<file path="src/rtl/vram_port_ctrl.sv">
// CPU-side VRAM data port: auto-incrementing address, read prefetch, posted write, req/ack master.
// Optional VRAM_PORT_DECR_EN: ADDR_H[3] makes auto-steps subtract instead of add.
module vram_port_ctrl #(
  parameter int unsigned ADDR_W = 17
) (
  input  logic              clk,
  input  logic              rst_n,
  input  logic [2:0]        reg_addr,
  input  logic [7:0]        reg_wrdata,
  input  logic              reg_write,
  input  logic              reg_read,
  output logic [7:0]        reg_rddata,
  output logic              busy,
  output logic              ovf,
  output logic              vram_req,
  output logic              vram_write,
  output logic [ADDR_W-1:0] vram_addr,
  output logic [7:0]        vram_wrdata,
  input  logic              vram_ack,
  input  logic [7:0]        vram_rddata
);

  typedef enum logic [1:0] {StIdle, StWr, StRd} state_e;

  state_e              state_q, state_d;
  logic [ADDR_W-1:0]   addr_q, addr_d;
  logic [ADDR_W-1:0]   req_addr_q, req_addr_d;
  logic [3:0]          incr_q, incr_d;
  logic [7:0]          pbuf_q, pbuf_d;
  logic [7:0]          wbuf_q, wbuf_d;
  logic                wfull_q, wfull_d;
  logic                pend_q, pend_d;
  logic                stale_q, stale_d;
  logic                ovf_q, ovf_d;
  logic [7:0]          rddata_q, rd_mux;
  logic [ADDR_W-1:0]   step, stepped_addr;
  logic                decr;
  logic                addr_wr, data_wr, data_rd, ack_wr, ack_rd, stale_now;
  logic                unused_wrdata;

  assign unused_wrdata = ^reg_wrdata[3:1];

`ifdef VRAM_PORT_DECR_EN
  logic decr_q, decr_d;
  always_ff @(posedge clk or negedge rst_n) begin
    if (!rst_n) decr_q <= 1'b0;
    else        decr_q <= decr_d;
  end
  always_comb begin
    decr_d = decr_q;
    if (reg_write && reg_addr == 3'd2) decr_d = reg_wrdata[3];
  end
  assign decr = decr_q;
`else
  assign decr = 1'b0;
`endif

  assign addr_wr = reg_write && (reg_addr <= 3'd2);
  assign data_wr = reg_write && (reg_addr == 3'd3);
  assign data_rd = reg_read && (reg_addr == 3'd3);
  assign ack_wr  = (state_q == StWr) && vram_ack;
  assign ack_rd  = (state_q == StRd) && vram_ack;

  // Any address change while a read is in flight makes its data refer to the wrong location.
  assign stale_now = stale_q || ((state_q == StRd) && (addr_wr || data_rd));

  assign step         = (incr_q == 4'd0) ? '0 : (ADDR_W'(1) << (incr_q - 4'd1));
  assign stepped_addr = decr ? (addr_q - step) : (addr_q + step);

  always_comb begin
    state_d    = state_q;
    addr_d     = addr_q;
    req_addr_d = req_addr_q;
    incr_d     = incr_q;
    pbuf_d     = pbuf_q;
    wbuf_d     = wbuf_q;
    wfull_d    = wfull_q;
    pend_d     = pend_q;
    stale_d    = stale_q;
    ovf_d      = ovf_q;

    if (ack_rd) begin
      if (!stale_now) begin
        pbuf_d = vram_rddata;
        pend_d = 1'b0;
      end
      stale_d = 1'b0;
    end
    if (ack_wr) begin
      wfull_d = 1'b0;
      pend_d  = 1'b1;
    end

    // A register write to the address takes priority over any same-cycle step.
    if (addr_wr) begin
      case (reg_addr)
        3'd0:    addr_d[7:0]  = reg_wrdata;
        3'd1:    addr_d[15:8] = reg_wrdata;
        default: begin
          addr_d[ADDR_W-1] = reg_wrdata[0];
          incr_d           = reg_wrdata[7:4];
          ovf_d            = 1'b0;
        end
      endcase
    end else if (ack_wr || data_rd) begin
      addr_d = stepped_addr;
    end

    if (addr_wr || data_rd) begin
      pend_d = 1'b1;
      if ((state_q == StRd) && !ack_rd) stale_d = 1'b1;
    end

    if (data_wr) begin
      if (wfull_q) begin
        ovf_d = 1'b1;
      end else begin
        wbuf_d  = reg_wrdata;
        wfull_d = 1'b1;
      end
    end

    unique case (state_q)
      StIdle: begin
        if (wfull_d) begin
          state_d    = StWr;
          req_addr_d = addr_d;
        end else if (pend_d) begin
          state_d    = StRd;
          req_addr_d = addr_d;
        end
      end
      StWr, StRd: begin
        if (vram_ack) state_d = StIdle;
      end
      default: state_d = StIdle;
    endcase
  end

  always_comb begin
    rd_mux = 8'h00;
    case (reg_addr)
      3'd0:    rd_mux = addr_q[7:0];
      3'd1:    rd_mux = addr_q[15:8];
      3'd2:    rd_mux = {incr_q, decr, 2'b00, addr_q[ADDR_W-1]};
      3'd3:    rd_mux = pbuf_q;
      default: rd_mux = 8'h00;
    endcase
  end

  always_ff @(posedge clk or negedge rst_n) begin
    if (!rst_n) begin
      state_q    <= StIdle;
      addr_q     <= '0;
      req_addr_q <= '0;
      incr_q     <= 4'd0;
      pbuf_q     <= 8'h00;
      wbuf_q     <= 8'h00;
      wfull_q    <= 1'b0;
      pend_q     <= 1'b0;
      stale_q    <= 1'b0;
      ovf_q      <= 1'b0;
      rddata_q   <= 8'h00;
    end else begin
      state_q    <= state_d;
      addr_q     <= addr_d;
      req_addr_q <= req_addr_d;
      incr_q     <= incr_d;
      pbuf_q     <= pbuf_d;
      wbuf_q     <= wbuf_d;
      wfull_q    <= wfull_d;
      pend_q     <= pend_d;
      stale_q    <= stale_d;
      ovf_q      <= ovf_d;
      rddata_q   <= rd_mux;
    end
  end

  assign vram_req    = (state_q != StIdle);
  assign vram_write  = (state_q == StWr);
  assign vram_addr   = req_addr_q;
  assign vram_wrdata = (state_q == StWr) ? wbuf_q : 8'h00;
  assign busy        = vram_req || wfull_q;
  assign ovf         = ovf_q;
  assign reg_rddata  = rddata_q;

endmodule

</file>
<file path="config.mk">
export PLATFORM = sky130hd
export DESIGN_NAME = vram_port_ctrl
export DESIGN_NICKNAME = d
export VERILOG_FILES = /design/src/rtl/vram_port_ctrl.sv
export SDC_FILE = /design/constraint.sdc
export NUM_CORES = 1
export LEC_CHECK = 0
export ABC_AREA = 1
export CORE_MARGIN = 5
export CORE_UTILIZATION = 40
export CTS_CLUSTER_DIAMETER = 200
export DETAILED_ROUTE_END_ITERATION = 7
export PLACE_DENSITY_LB_ADDON = 0.2
export REMOVE_ABC_BUFFERS = 1
export SKIP_CTS_REPAIR_TIMING = 1
export SLEW_MARGIN = 20
export SYNTH_ARGS = -nofsm -noshare
export SYNTH_HDL_FRONTEND = slang
export SYNTH_SLANG_ARGS = --single-unit
</file>
<file path="constraint.sdc">
create_clock -name clk -period 3.1 [get_ports clk]
set_clock_uncertainty 0.05 [all_clocks]
set_input_delay 0.62 -clock clk [delete_from_list [all_inputs] [get_ports clk]]
set_output_delay 0.62 -clock clk [all_outputs]
set_load 0.02 [all_outputs]
</file>
* Word-level counts from Yosys, hierarchy flattened *
Cells that the tools add are included.

word-level totals
  register bits = 68
  input bits = 24
  output and inout port bits = 37
  logic and storage cells = 77

cells by class
  add/sub/neg operators = 2
  order comparisons = 1
  equality and inequality tests = 7
  shifts and indexed selects = 1
  mux-type cells = 28
  bitwise logic cells = 3
  reductions and logical operators = 24

operators with widths
  cell                                                             count
  2-to-1 mux 17 bit                                                5
  case mux 8 bit (4 select lines)                                  1
  2-to-1 mux 8 bit                                                 3
  adder 17 bit                                                     1
  << shifter 1 x 4 -> 17 bit (first input constant)                1
  2-to-1 mux 1 bit                                                 15
  AND reduction 2 bit                                              5
  logical AND 1 bit                                                7
  == test 3 x 2 -> 1 bit (second input constant)                   2
  2-to-1 mux 2 bit                                                 3
  logical NOT 4 bit                                                1
  logical OR 1 bit                                                 4
  case mux 2 bit (2 select lines)                                  1
  nonzero test 2 bit                                               2
  OR reduction 2 bit                                               2
  subtractor 4 x 1 -> 4 bit (second input constant)                1
  == test 3 x 1 -> 1 bit (second input constant)                   1
  less-or-equal comparator 3 x 2 -> 1 bit (second input constant)  1
  logical NOT 3 bit                                                1
  inequality test 3 bit (second input constant)                    1
  NOT 1 bit                                                        3
  == test 2 x 1 -> 1 bit (second input constant)                   1
  == test 2 bit (second input constant)                            1
  logical NOT 2 bit                                                1
  2 further kinds                                                  2

* Longest topological paths before layout *
Gate-level depths: netlist (run 1).

  word-level depth = 12
  mapped depth = 20
  depth with buffers taken out = 20

* Worst setup path after synthesis (run 1) *
OpenSTA, ideal clock, no wires.

  path kind = register -> register
  start point = reg incr_q[0]
  end point = reg req_addr_q[14] (netlist: vram_addr[14])
  library setup time = 0.116 ns
  data arrival time = 2.056 ns
  data required time = 2.934 ns
  slack = 0.877 ns
  cell stages (with the launch flop) = 20
  buffers on the path = 0
  period minus slack after synthesis = 2.223 ns
  path through = dfrtp_1 inv_1 nor2_1 nand2_1 nor2_1 ha_1 inv_1 fa_1 inv_1 nand2_1 nand2_1 nand3_1 nand2_1 nand2_1 nand3_1 nand3_1 nand2_1 nand2_1 nand2_1 nand2_1

on the way
  cells in the longest elaborated chain, start to end = 8
  elaborated cells between the ends (all ways) = 9
  those cells by class = add/sub (2); shift (1); mux (5); reduce/logical (1)

RTL lines
  what                        RTL line  source
  start: declaration          28        logic [3:0] incr_q, incr_d;
  start signal: assignment    168       incr_q <= incr_d;
  subtractor 4 x 1 -> 4 bit   67        assign step = (incr_q == 4'd0) ? '0 : (ADDR_W'(1) << (incr_q - 4'd1));
  << shifter 1 x 4 -> 17 bit  67
  2-to-1 mux 17 bit (*)       67
  adder 17 bit (*)            68        assign stepped_addr = decr ? (addr_q - step) : (addr_q + step);
  2-to-1 mux 17 bit (*)       105       end else if (ack_wr || data_rd) begin
  2-to-1 mux 17 bit (*)       95        if (addr_wr) begin
  named net addr_d[14]        26        logic [ADDR_W-1:0] addr_q, addr_d;
  2-to-1 mux 17 bit           128       end else if (pend_d) begin
  2-to-1 mux 17 bit (*)       125       if (wfull_d) begin
  end signal: assignment      167       req_addr_q <= req_addr_d;
  end: declaration            27        logic [ADDR_W-1:0] req_addr_q, req_addr_d;

Mark *: on every way through the listed nets, which the timed path passes. The rest lies on a longest branch. The select of a mux whose other input is x is not followed.
A chain may end at the register's enable or synchronous reset.

* Final worst setup path (run 1) *
  start point = reg incr_q[0]
  end point = reg req_addr_q[8] (netlist: vram_addr[8])

Same word-level chain as after synthesis.

==> results of run 1 <==
[routing by layer]
metal | track usage (%) | up-vias | share of wire (%)
met5 | 0 | - | 0
met4 | 7.522 | 0 | 2.5
met1 | 26.53 | 1915 | 46
met3 | 3.383 | 20 | 4.8
met2 | 31.32 | 103 | 47
li1 | - | 2073 | -
[path summary, 6_finish.rpt]
path,depth (start not counted),to,slack (ps),from
max,17,vram_addr[8]$_DFFE_PN0P_,450,incr_q[0]$_DFFE_PN0P_
min,1,vram_addr[12]$_DFFE_PN0P_,20,rst_n
max reg2reg,17,vram_addr[8]$_DFFE_PN0P_,450,incr_q[0]$_DFFE_PN0P_
min reg2reg,2,vram_addr[14]$_DFFE_PN0P_,430,vram_addr[14]$_DFFE_PN0P_
max in group asynchronous,2,addr_q[0]$_DFF_PN0_,2270,rst_n
min in group clk,2,vram_addr[14]$_DFFE_PN0P_,430,vram_addr[14]$_DFFE_PN0P_
[power groups by stage]
stage          clock (uW)  sequential, uW  combinational [uW]
2_1_floorplan           0            1660                1390
3_3_place_gp            0            1600                2330
3_5_place_dp            0            1600                2370
4_1_cts               761            1590                2380
5_1_grt               802            1640                2660
6_report              746            1590                2360
[sequential cells by signal, summed over array words and instances (netlist names), named ones only]
| name | flops |
|---|---|
| ovf | 1 |
| addr_q | 17 |
| pend_q | 1 |
| pbuf_q | 8 |
| state_q | 2 |
| incr_q | 4 |
| reg_rddata | 8 |
| wfull_q | 1 |
| vram_addr | 17 |
| wbuf_q | 8 |
[synth_stat cells (3+ instances only)]
cell type                    n
sky130_fd_sc_hd__nor2_1     29
sky130_fd_sc_hd__o211ai_1   10
sky130_fd_sc_hd__nor3_1      3
sky130_fd_sc_hd__a22oi_1     5
sky130_fd_sc_hd__buf_6       4
sky130_fd_sc_hd__o21ai_2     9
sky130_fd_sc_hd__clkbuf_1    7
sky130_fd_sc_hd__nand2_1   246
sky130_fd_sc_hd__dfrtp_1    68
sky130_fd_sc_hd__buf_2       3
sky130_fd_sc_hd__ha_1       19
sky130_fd_sc_hd__a21oi_1    13
sky130_fd_sc_hd__inv_2       3
sky130_fd_sc_hd__o211a_1     4
sky130_fd_sc_hd__inv_1     107
sky130_fd_sc_hd__o21ai_0    44
sky130_fd_sc_hd__nand3_1    27
sky130_fd_sc_hd__xor2_1      4
[cells by family after synthesis]
group,share of synthesized area (%)
simple gates,28.91
xor+xnor,1.004
other cells,0.08595
compound gates,13.13
flops,39.00
fa+ha+maj,5.908
buf+inv,11.96
[layout make-up]
class	instances	area share [%]
flip-flops and latches	68	32.16
clock buffers	9	2.341
well taps	140	3.310
inverters	112	7.945
multi-input cells	434	40.44
clock inverters	7	1.419
repair buffers	68	12.39
[stage by stage]
| stage | instance area [um2] | worst slack [ps] | util, % | hold slack [ps] |
|---|---|---|---|---|
| 2_1_floorplan | 4262 | 657.6 | - | 274.4 |
| 3_3_place_gp | 5092 | 327.4 | 47.39 | 402.2 |
| 3_5_place_dp | 5092 | 251.0 | 47.39 | 403.8 |
| 4_1_cts | 5291 | 428.9 | 49.24 | 23.68 |
| 5_1_grt | 5291 | 139.7 | 49.24 | 21.21 |
| 6_report | 5291 | 453.1 | 49.24 | 20.81 |
==> run_summary.xml, run 1 <==
<?xml version="1.0" encoding="UTF-8"?>
<metrics>
  <group name="clock_tree">
    <metric name="cts_buffer_depth" unit="">2</metric>
    <metric name="cts_root_buf" unit="">sky130_fd_sc_hd__clkbuf_8</metric>
    <metric name="clk-insertion-delay-late" unit="ps">360</metric>
    <metric name="cts_buffers" unit="">9</metric>
    <metric name="cts_sinks" unit="">68</metric>
    <metric name="tritoncts" unit="">yes</metric>
    <metric name="worst_setup_hold_path_clk_slew" unit="ps">80</metric>
    <metric name="cts_max_level" unit="">3</metric>
  </group>
  <group name="synth">
    <metric name="synth_seq_cells" unit="">68</metric>
    <metric name="cell_area_after_technology_mapping" unit="um2">4363</metric>
    <metric name="largest_area_contributor_in_the_synthesized_netlist" unit="">sky130_fd_sc_hd__dfrtp_1</metric>
    <metric name="yosysWarningCount" unit="">0</metric>
    <metric name="synthesis.instances" unit="">630</metric>
    <metric name="synth_flop_type" unit="">sky130_fd_sc_hd__dfrtp_1</metric>
    <metric name="synth.top_cell.area_share" unit="%">39.00</metric>
    <metric name="synth_top_cells_by_area" unit="">sky130_fd_sc_hd__dfrtp_1, sky130_fd_sc_hd__nand2_1, sky130_fd_sc_hd__inv_1, sky130_fd_sc_hd__ha_1, sky130_fd_sc_hd__o21ai_0</metric>
    <metric name="synth_edf_count" unit="">0</metric>
    <metric name="asyncSetResetFlopFracSynth" unit="%">100.0</metric>
    <metric name="synth_area_per_cell" unit="um2">6.925</metric>
    <metric name="sequential_element_share_of_the_synthesized_area" unit="%">39.00</metric>
    <metric name="post_synth_num_cell_types" unit="">37</metric>
  </group>
  <group name="final_layout">
    <metric name="most_common_cell_after_layout_fill_and_taps_aside" unit="">sky130_fd_sc_hd__nand2_1</metric>
    <metric name="fin_nets" unit="">737</metric>
    <metric name="drive_gt1_share" unit="%">6.304</metric>
    <metric name="area_delta_synth_final" unit="%">21.28</metric>
    <metric name="insertedDiodeCount" unit="">0</metric>
    <metric name="ff_latch_area" unit="um2">1702</metric>
    <metric name="nFillCells" unit="">1121</metric>
    <metric name="instances_no_fill" unit="">838</metric>
    <metric name="multi_input_area" unit="um2">2140</metric>
    <metric name="mostFrequentLayoutCells" unit="">sky130_fd_sc_hd__nand2_1, sky130_fd_sc_hd__inv_1, sky130_fd_sc_hd__dfrtp_1</metric>
  </group>
  <group name="global_routing">
    <metric name="global_route_wire_length_before_repair" unit="um">20030</metric>
    <metric name="grt_overflow_total" unit="">0</metric>
    <metric name="track_usage" unit="%">19.60</metric>
    <metric name="grt_max_degree" unit="">38</metric>
    <metric name="number_of_antenna_violations_at_the_first_check_in_global_routing" unit="">0</metric>
    <metric name="vias_in_the_first_global_route" unit="">4070</metric>
  </group>
  <group name="drt">
    <metric name="drt-initial-drc-count" unit="">290</metric>
    <metric name="vias_per_cell" unit="">4.906</metric>
    <metric name="detail_route.wirelength" unit="um">12430</metric>
    <metric name="routed-via-count" unit="">4111</metric>
    <metric name="routed_wire_length_per_instance" unit="um">14.84</metric>
    <metric name="drt_first_pass_iters" unit="">5</metric>
    <metric name="drtAntennaViolNets" unit="">0</metric>
    <metric name="drc_violation_count_after_routing" unit="">0</metric>
  </group>
  <group name="setup_path">
    <metric name="cp_data_arrival_time" unit="ps">2900</metric>
    <metric name="crit_path_max_incr_delay" unit="ps">420</metric>
    <metric name="worst_setup_path_end_kind" unit="">register</metric>
    <metric name="timing.critical_path.mode_cell" unit="">sky130_fd_sc_hd__nand2_1</metric>
    <metric name="critical_path.max_fanout" unit="">5</metric>
    <metric name="start_kind" unit="">register</metric>
    <metric name="worstPathBufferInverterCount" unit="">3</metric>
    <metric name="cp_cell_sequence" unit="">inv_1, nor2_1, nand2_1, nor2_1, ha_1, inv_1, fa_1, inv_1, nand2_1, nand2_1, nand3_1, nand2_1, xor2_1, nand2_1, a21oi_1, nand2_1, nand2_1</metric>
    <metric name="critical_path.top_delay_family" unit="">simple AND/OR/NAND/NOR gates</metric>
    <metric name="timing_worst_setup_path_type" unit="">reg2reg</metric>
    <metric name="timing.critical_path.required" unit="ps">3350</metric>
    <metric name="worst_path_max_delay_cell" unit="">sky130_fd_sc_hd__dfrtp_1</metric>
  </group>
  <group name="placement">
    <metric name="gpl.final_weighted_congestion" unit="">0.9368</metric>
    <metric name="port_buffers" unit="">60</metric>
    <metric name="dpl.cell_count" unit="">822</metric>
    <metric name="dp_hpwl" unit="um">9671</metric>
  </group>
  <group name="hold_path">
    <metric name="worstHoldPathType" unit="">in2async</metric>
  </group>
  <group name="sta">
    <metric name="timing_max_transition_violations_final" unit="">0</metric>
    <metric name="count_of_endpoints_failing_setup_in_the_final_report" unit="">0</metric>
    <metric name="finalCritPeriodShare" unit="%">85.39</metric>
    <metric name="max_slew.worst_pin.slew" unit="ps">663.7</metric>
    <metric name="relSlewSlack" unit="%">55.75</metric>
    <metric name="fmax" unit="GHz">0.3778</metric>
    <metric name="grt_setup_unrepaired" unit="">no</metric>
    <metric name="timing_hold_violations_final" unit="">0</metric>
    <metric name="totalNegativeSetupSlack" unit="ps">0</metric>
    <metric name="final_period_minus_worst_setup_slack" unit="ps">2647</metric>
  </group>
  <group name="die">
    <metric name="initial_core_util" unit="%">40.60</metric>
    <metric name="design.core.area" unit="um2">10750</metric>
    <metric name="rows" unit="">38</metric>
    <metric name="fp.dieW" unit="um">114.4</metric>
    <metric name="io-pin-count" unit="">61</metric>
    <metric name="y_dimension_of_the_die" unit="um">114.4</metric>
    <metric name="fp.dieArea" unit="um2">13100</metric>
  </group>
  <group name="outcome">
    <metric name="run_status" unit="">finished, final reports clean</metric>
  </group>
  <group name="power_and_ir_drop">
    <metric name="power.leakage" unit="uW">0.002911</metric>
    <metric name="power_share_of_the_combinational_group" unit="%">50.3</metric>
    <metric name="power.net_switching" unit="uW">2141</metric>
    <metric name="finalPower" unit="uW">4698</metric>
    <metric name="seq_power_share" unit="%">33.8</metric>
    <metric name="p_int" unit="uW">2557</metric>
    <metric name="sw_frac_of_total" unit="%">45.57</metric>
    <metric name="share_clk_of_total_power" unit="%">15.9</metric>
    <metric name="ir_worst_vdd" unit="mV">0.5167</metric>
    <metric name="power.density_cell_area" unit="nW/um2">887.8</metric>
  </group>
  <group name="run">
    <metric name="max-cap-violations" unit="">0</metric>
  </group>
</metrics>
(Power assumes the default switching activity.)
==> run 2, diff against run 1 <==
--- a/config.mk
+++ b/config.mk
@@ -17,3 +17,4 @@
 export SYNTH_ARGS = -nofsm -noshare
 export SYNTH_HDL_FRONTEND = slang
 export SYNTH_SLANG_ARGS = --single-unit
+export TNS_END_PERCENT = 20
==> results of run 2 <==
Same layout as run 1: the final DEF is identical, and so are final timing and power.
